`src/rtl/vdot_exec_unit.sv`:
```
// rtl/vdot_exec_unit.sv - multi-cycle VDOT execute unit, one lane product accumulated per cycle
module vdot_exec_unit #(
  parameter int LANES  = 4,
  parameter int LANE_W = 8
) (
  input  logic        clk,
  input  logic        rst_n,
  input  logic        start,
  input  logic        is_signed,
  input  logic [31:0] op_a,
  input  logic [31:0] op_b,
  input  logic        flush,
  output logic        stall,
  output logic        busy,
  output logic        done,
  output logic [31:0] result
);

  localparam int IDX_W = (LANES > 1) ? $clog2(LANES) : 1;
  localparam int PW    = 2 * LANE_W + 2;

  if (LANES * LANE_W != 32) begin : g_bad_packing
    $error("vdot_exec_unit: LANES*LANE_W must equal 32");
  end

  typedef enum logic [1:0] {S_IDLE, S_RUN, S_DONE} state_t;

  state_t             state, state_nxt;
  logic [31:0]        a_q, b_q, acc;
  logic               sgn_q;
  logic [IDX_W-1:0]   idx;
  logic               accept, last_lane;
  logic [LANE_W-1:0]  lane_a, lane_b;
  logic signed [LANE_W:0] a_ext, b_ext;
  logic signed [PW-1:0]   a_w, b_w, prod;
  logic [31:0]        term, acc_nxt;

  assign accept    = start & !flush & (state != S_RUN);
  assign last_lane = (idx == IDX_W'(LANES - 1));

  // One extra bit per lane lets a single signed multiplier serve both modes.
  assign lane_a  = a_q[idx*LANE_W +: LANE_W];
  assign lane_b  = b_q[idx*LANE_W +: LANE_W];
  assign a_ext   = {sgn_q & lane_a[LANE_W-1], lane_a};
  assign b_ext   = {sgn_q & lane_b[LANE_W-1], lane_b};
  assign a_w     = PW'(a_ext);
  assign b_w     = PW'(b_ext);
  assign prod    = a_w * b_w;
  assign term    = 32'(prod);
  assign acc_nxt = acc + term;

  always_ff @(posedge clk or negedge rst_n) begin
    if (!rst_n) begin
      state <= S_IDLE;
    end else begin
      state <= state_nxt;
    end
  end

  always_comb begin
    state_nxt = state;
    if (flush) begin
      state_nxt = S_IDLE;
    end else begin
      case (state)
        S_IDLE:  if (start) state_nxt = S_RUN;
        S_RUN:   if (last_lane) state_nxt = S_DONE;
        S_DONE:  state_nxt = start ? S_RUN : S_IDLE;
        default: state_nxt = S_IDLE;
      endcase
    end
  end

  always_comb begin
    stall = accept | (state == S_RUN);
    busy  = (state == S_RUN);
  end

  always_ff @(posedge clk or negedge rst_n) begin
    if (!rst_n) begin
      a_q    <= '0;
      b_q    <= '0;
      sgn_q  <= 1'b0;
      idx    <= '0;
      acc    <= '0;
      result <= '0;
      done   <= 1'b0;
    end else begin
      done <= 1'b0;
      if (flush) begin
        // Abort: leave result untouched, FSM returns to IDLE.
      end else if (accept) begin
        a_q   <= op_a;
        b_q   <= op_b;
        sgn_q <= is_signed;
        idx   <= '0;
        acc   <= '0;
      end else if (state == S_RUN) begin
        acc <= acc_nxt;
        idx <= idx + 1'b1;
        if (last_lane) begin
          result <= acc_nxt;
          done   <= 1'b1;
        end
      end
    end
  end

endmodule
```
`config.mk`:
```
export PLATFORM = sky130hd
export DESIGN_NAME = vdot_exec_unit
export DESIGN_NICKNAME = d
export VERILOG_FILES = /design/src/rtl/vdot_exec_unit.sv
export SDC_FILE = /design/constraint.sdc
export NUM_CORES = 1
export LEC_CHECK = 0
export CAP_MARGIN = 15
export CORE_MARGIN = 2
export CORE_UTILIZATION = 60
export DETAILED_ROUTE_END_ITERATION = 7
export PLACE_DENSITY = 0.85
export RECOVER_POWER = 25
export SLEW_MARGIN = 20
export SYNTH_ARGS = -nofsm -noshare
export SYNTH_HDL_FRONTEND = slang
export SYNTH_SLANG_ARGS = --single-unit
export TNS_END_PERCENT = 30
```
`constraint.sdc`:
```
create_clock -name clk -period 20 [get_ports clk]
set_input_delay 4 -clock clk [delete_from_list [all_inputs] [get_ports clk]]
set_output_delay 4 -clock clk [all_outputs]
set_load 0.02 [all_outputs]
```
## Word-level counts from Yosys, hierarchy flattened

Index checks and enable logic that the tools add are counted.

| word-level totals | value |
|---|---|
| bits in registers | 134 |
| bits of input ports | 69 |
| output and inout bits | 35 |
| logic and storage cells | 46 |

| cells by class | value |
|---|---|
| $add $sub $neg | 2 |
| multiply operators | 1 |
| eq/ne operators | 6 |
| shift operators | 2 |
| muxes and demuxes | 13 |
| bitwise logic cells | 7 |
| reductions and logical operators | 7 |

Operators with widths:

| cell | number |
|---|---|
| 32-bit two-way mux | 2 |
| 32-bit by 6-bit indexed part select with 8-bit output | 2 |
| 32-bit adder | 1 |
| 9-bit by 9-bit multiplier with 18-bit output | 1 |
| 2-bit two-way mux | 5 |
| 2-bit case mux with 3 select lines | 1 |
| 2-bit AND reduction | 3 |
| 1-bit two-way mux | 5 |
| 1-bit AND | 4 |
| 2-bit == test, second input constant | 2 |
| 4-bit AND reduction | 1 |
| 3-bit by 2-bit != test with 1-bit output, second input constant | 1 |
| 3-bit != test, second input constant | 1 |
| 2-bit by 1-bit adder with 2-bit output, second input constant | 1 |
| 2-bit by 1-bit == test with 1-bit output, second input constant | 1 |
| 2-bit logical NOT | 1 |
| 2-bit by 1-bit != test with 1-bit output, second input constant | 1 |
| 1-bit inverter | 2 |
| 2-bit nonzero test | 1 |
| 1-bit logical NOT | 1 |
| 1-bit OR | 1 |

## Longest topological paths before layout

| depth | value |
|---|---|
| depth after elaboration | 6 |
| depth in mapped cells | 33 |

## Least setup slack after synthesis

No wires, ideal clock.

| timing path | value |
|---|---|
| path type | register to register |
| start | register idx[0] |
| end | register acc[29] |
| data arrival time | 8.482 ns |
| path slack | 11.396 ns |
| stages on the path, launching flop included | 32 |
| path through | dfrtp_1 clkbuf_1 buf_1 mux4_2 or2_2 fa_1 fa_1 inv_1 fa_1 fa_1 inv_1 fa_1 inv_1 ha_1 inv_1 o21bai_1 a21oi_1 o21bai_1 a21oi_1 o21bai_1 a21oi_1 xnor2_1 ha_1 a21o_1 a21o_1 a2111oi_4 o31ai_1 a31o_1 a221o_2 a221oi_2 xor2_1 o21ai_1 |

| between the ends | value |
|---|---|
| word-level cells in the longest chain between the ends | 6 |

Ends and longest elaborated chain:

| element | RTL line | RTL |
|---|---|---|
| start, declared | 31 | `logic [IDX_W-1:0] idx;` |
| start signal, assigned | 100 | `idx <= idx + 1'b1;` |
| 32-bit by 6-bit indexed part select with 8-bit output, on equally long branches | 42, 43 |  |
| 1-bit AND, on equally long branches | 44, 45 |  |
| 9-bit by 9-bit multiplier with 18-bit output * | 48 | `assign prod = a_w * b_w;` |
| 32-bit adder * | 50 | `assign acc_nxt = acc + term;` |
| 32-bit two-way mux * | 98 | `end else if (state == S_RUN) begin` |
| 32-bit two-way mux * | 92 | `end else if (accept) begin` |
| end signal, assigned | 99 | `acc <= acc_nxt;` |
| end, declared | 29 | `logic [31:0] a_q, b_q, acc;` |

Every way passes the cells marked *; elsewhere a longest branch is shown, timed or not. The select of a mux whose other input is x is not followed.
A chain may end at the register's enable or synchronous reset.

==> flow_summary_export.csv <==
group,metric,value,unit
run_status,violations,"max-capacitance violations, max-slew violations",
timing,rsz0062_at_grt,"no",
cells_and_area,area_delta_synth_final,18.0,%
yosys,syn_inst,897,
floorplan,die-area,17500,um^2
worst_setup_path,worst-path-buf-inv,2,
drt,wl_per_cell,17.9,um
timing,whs,0.475,ns
timing,final_hold_viol_count,0,
drt,dr.pass1.iters,5,
cts,cts_resized,0,
cts,cts_tree,"yes",
timing,final.setup.tns,0,ns
drt,vias,7080,
floorplan,core,16000,um^2
drt,routed_via_density,5.78,
yosys,ys.flop_type,"dfrtp_1",
cts,numCtsBuffers,17,
cts,clk_pin_slew,0.07,ns
worst_setup_path,critPathTopFamily,"buffers and inverters",
worst_setup_path,rr_worst_depth,27,
cells_and_area,drive_gt1_share,14.6,%
yosys,async_flop_share,100,%
worst_setup_path,cp_slowest_cell,"clkbuf_1",
timing,fmax,104,MHz
floorplan,start_util,61.6,%
timing,finalCritPeriodShare,48.0,%
cts,cts_root_buf,"clkbuf_16",
cts,cts_hold_buf,0,
cells_and_area,fin_nets,1206,
cts,numClockSinks,134,
yosys,synth-seq-cells,134,
timing,slew_headroom,-187,%
drt,ant_nets,0,
worst_setup_path,critical_path_class,"input pin to async pin",
worst_setup_path,end_kind,"async pin",
yosys,yosys_warnings,0,
cells_and_area,fin_cells,1224,
worst_setup_path,cpMostUsedCell,"clkbuf_1",
floorplan,num_io_pins,104,
global_route,grt_pass1_wl,36400,um
worst_setup_path,cp-startpoint,"rst_n",
yosys,yosysSeqAreaShare,34.0,%
yosys,syn-num-nets,1108,
global_route,grt_max_degree,85,
worst_setup_path,r2r-end,"result[29]$_DFFE_PN0P_",
place,dp_hpwl,15800,um
timing,clock_skew,0.0111,ns
worst_setup_path,reg2reg_slack,10.74,ns
drt,drc,0,
place,place_congestion,0.860,
yosys,syn_area_per_cell,11.0,um^2
global_route,track_usage,26.0,%
global_route,grt_pass1_vias,7521,
run_status,status,"finished, violations left",
worst_setup_path,cp.arrival,9.14,ns
timing,final-setup-viol-count,0,
place,io_buffers,103,
timing,tightest_slew,4.30,ns
place,placedCellCount,1192,
cts,clock_latency,0.43,ns
worst_setup_path,r2r_start,"idx[1]$_DFFE_PN0P_",
worst_setup_path,cp.depth,2,
cts,htree_levels,4,
cts,clk_path_buf_depth,2,
drt,first_iter_violations,478,
worst_setup_path,max_stage_delay,3.15,ns
worst_setup_path,cp_data_required_time,19.53,ns
worst_setup_path,cp_max_fo,84,
cts,cts_setup_buffers,0,
worst_setup_path,critPathCapture,"a_q[2]$_DFFE_PN0P_",
yosys,synth_top_area_share,34.0,%
yosys,syn-cell-area,9860,um^2
floorplan,row_count,46,
yosys,synth_edf_count,0,
global_route,antenna_found_initial,0,
worst_setup_path,startpoint_type,"input pin",
floorplan,fp.dieH,132,um
worst_setup_path,crit_path_cell_trace,"clkbuf_1 > clkbuf_1",
hold_path,hp-class,"register to register",
flow_run,cap_violations,2,
cells_and_area,n_antenna_cell,0,
yosys,synth_largest_area_cell,"dfrtp_1",
timing,finalMaxSlewViolations,137,
floorplan,fp.dieW,132,um
drt,wirelength,21900,um
timing,period_needed,9.61,ns
yosys,yosysUniqueCellTypes,57,
global_route,overflow,0,
yosys,ys_top_cells_by_area,"dfrtp_1, fa_1, mux2_2, ha_1, nand2_1",
[per-stage QoR]
step	worst slack, ns	utilization [%]	area [um^2]
3_5_place_dp	10.63	69.2	11100
4_1_cts	10.62	72.8	11600
6_report	10.39	72.7	11600
2_1_floorplan	11.40	-	9860
3_3_place_gp	10.63	69.2	11100
5_1_grt	9.01	72.7	11600
[cell usage in the layout, fill, tap and decap left out, types with 3 or more instances in the layout]
cell type,count
clkinvlp_4,4
nor2b_1,3
mux2_2,79
buf_4,3
nand3_1,5
clkdlybuf4s50_1,101
clkbuf_16,17
a22o_1,29
o21bai_1,6
and2_1,38
a21o_1,22
nand2b_1,3
a31oi_1,4
xor2_1,21
o21ai_1,8
and3_1,8
nor2_1,26
inv_6,3
a21o_2,3
mux4_2,16
dfrtp_1,134
inv_1,97
or3_1,3
fa_1,72
nand2_1,104
a41oi_1,3
a21oi_1,32
inv_8,5
xnor2_1,27
a211oi_1,3
nand4_1,6
o21ai_0,15
ha_1,70
[how the worst min path moves through the flow]
stage                            from                      to  slack (ns)  cells past startpoint
3_3_place_gp   result[26]$_DFFE_PN0P_  result[26]$_DFFE_PN0P_        0.46                      2
5_1_grt         result[4]$_DFFE_PN0P_   result[4]$_DFFE_PN0P_        0.49                      2
4_1_cts        result[26]$_DFFE_PN0P_  result[26]$_DFFE_PN0P_        0.48                      2
6_report        result[4]$_DFFE_PN0P_   result[4]$_DFFE_PN0P_        0.47                      2
3_5_place_dp   result[26]$_DFFE_PN0P_  result[26]$_DFFE_PN0P_        0.46                      2
2_1_floorplan     acc[23]$_DFFE_PN0P_     acc[23]$_DFFE_PN0P_        0.45                      2
[area by class of cell]
type	count	area [um^2]
Inverter	98	368
Sequential cell	134	3350
Clock buffer	18	439
Tap cell	216	270
Multi-Input combinational cell	637	6020
Clock inverter	14	138
Timing Repair Buffer	107	1050
Fill cell	1115	4360
[kinds of logic after synthesis]
| family | count (synthesis) | synth area share (%) |
|---|---|---|
| compound gates | 144 | 10.4 |
| simple gates | 206 | 9.76 |
| flops | 134 | 34.0 |
| mux | 97 | 12.9 |
| xor+xnor | 48 | 4.26 |
| buf+inv | 126 | 5.16 |
| fa+ha+maj | 142 | 23.5 |
[synth_stat cells (2+ instances only)]
cell type / n
buf_6: 3
nand2b_1: 3
nand3_1: 5
mux4_2: 16
and4_1: 2
mux2i_1: 2
nand2_1: 104
o211ai_1: 2
fa_1: 72
a41oi_1: 3
and3_1: 8
dfrtp_1: 134
and2_1: 38
buf_1: 3
mux2_2: 79
o21bai_1: 7
or2_2: 2
a31oi_1: 4
xor2_1: 21
a21oi_1: 32
xnor2_1: 27
clkbuf_1: 20
nor2_1: 28
inv_1: 97
nand4_1: 6
a21o_2: 3
or3_1: 3
a22o_1: 29
ha_1: 70
a21o_1: 22
o21ai_1: 8
o21ai_0: 15
nor2b_1: 3
a211oi_1: 3
[routing by layer]
layer	up-vias	wire length, um	global-route usage [%]
li1	3255	-	-
met1	3573	9340	33.3
met2	211	11000	44.3
met3	41	1140	5.96
met4	0	447	8.18
met5	-	0	0
[sequential cells by signal, summed over array words and instances, names as in the netlist]
| register | flops |
|---|---|
| acc | 32 |
| b_q | 32 |
| a_q | 32 |
| sgn_q | 1 |
| done | 1 |
| idx | 2 |
| result | 32 |
| state | 2 |
Power is not shown: default switching activity piles up to over one toggle a cycle in this logic, so the estimate is an artifact.
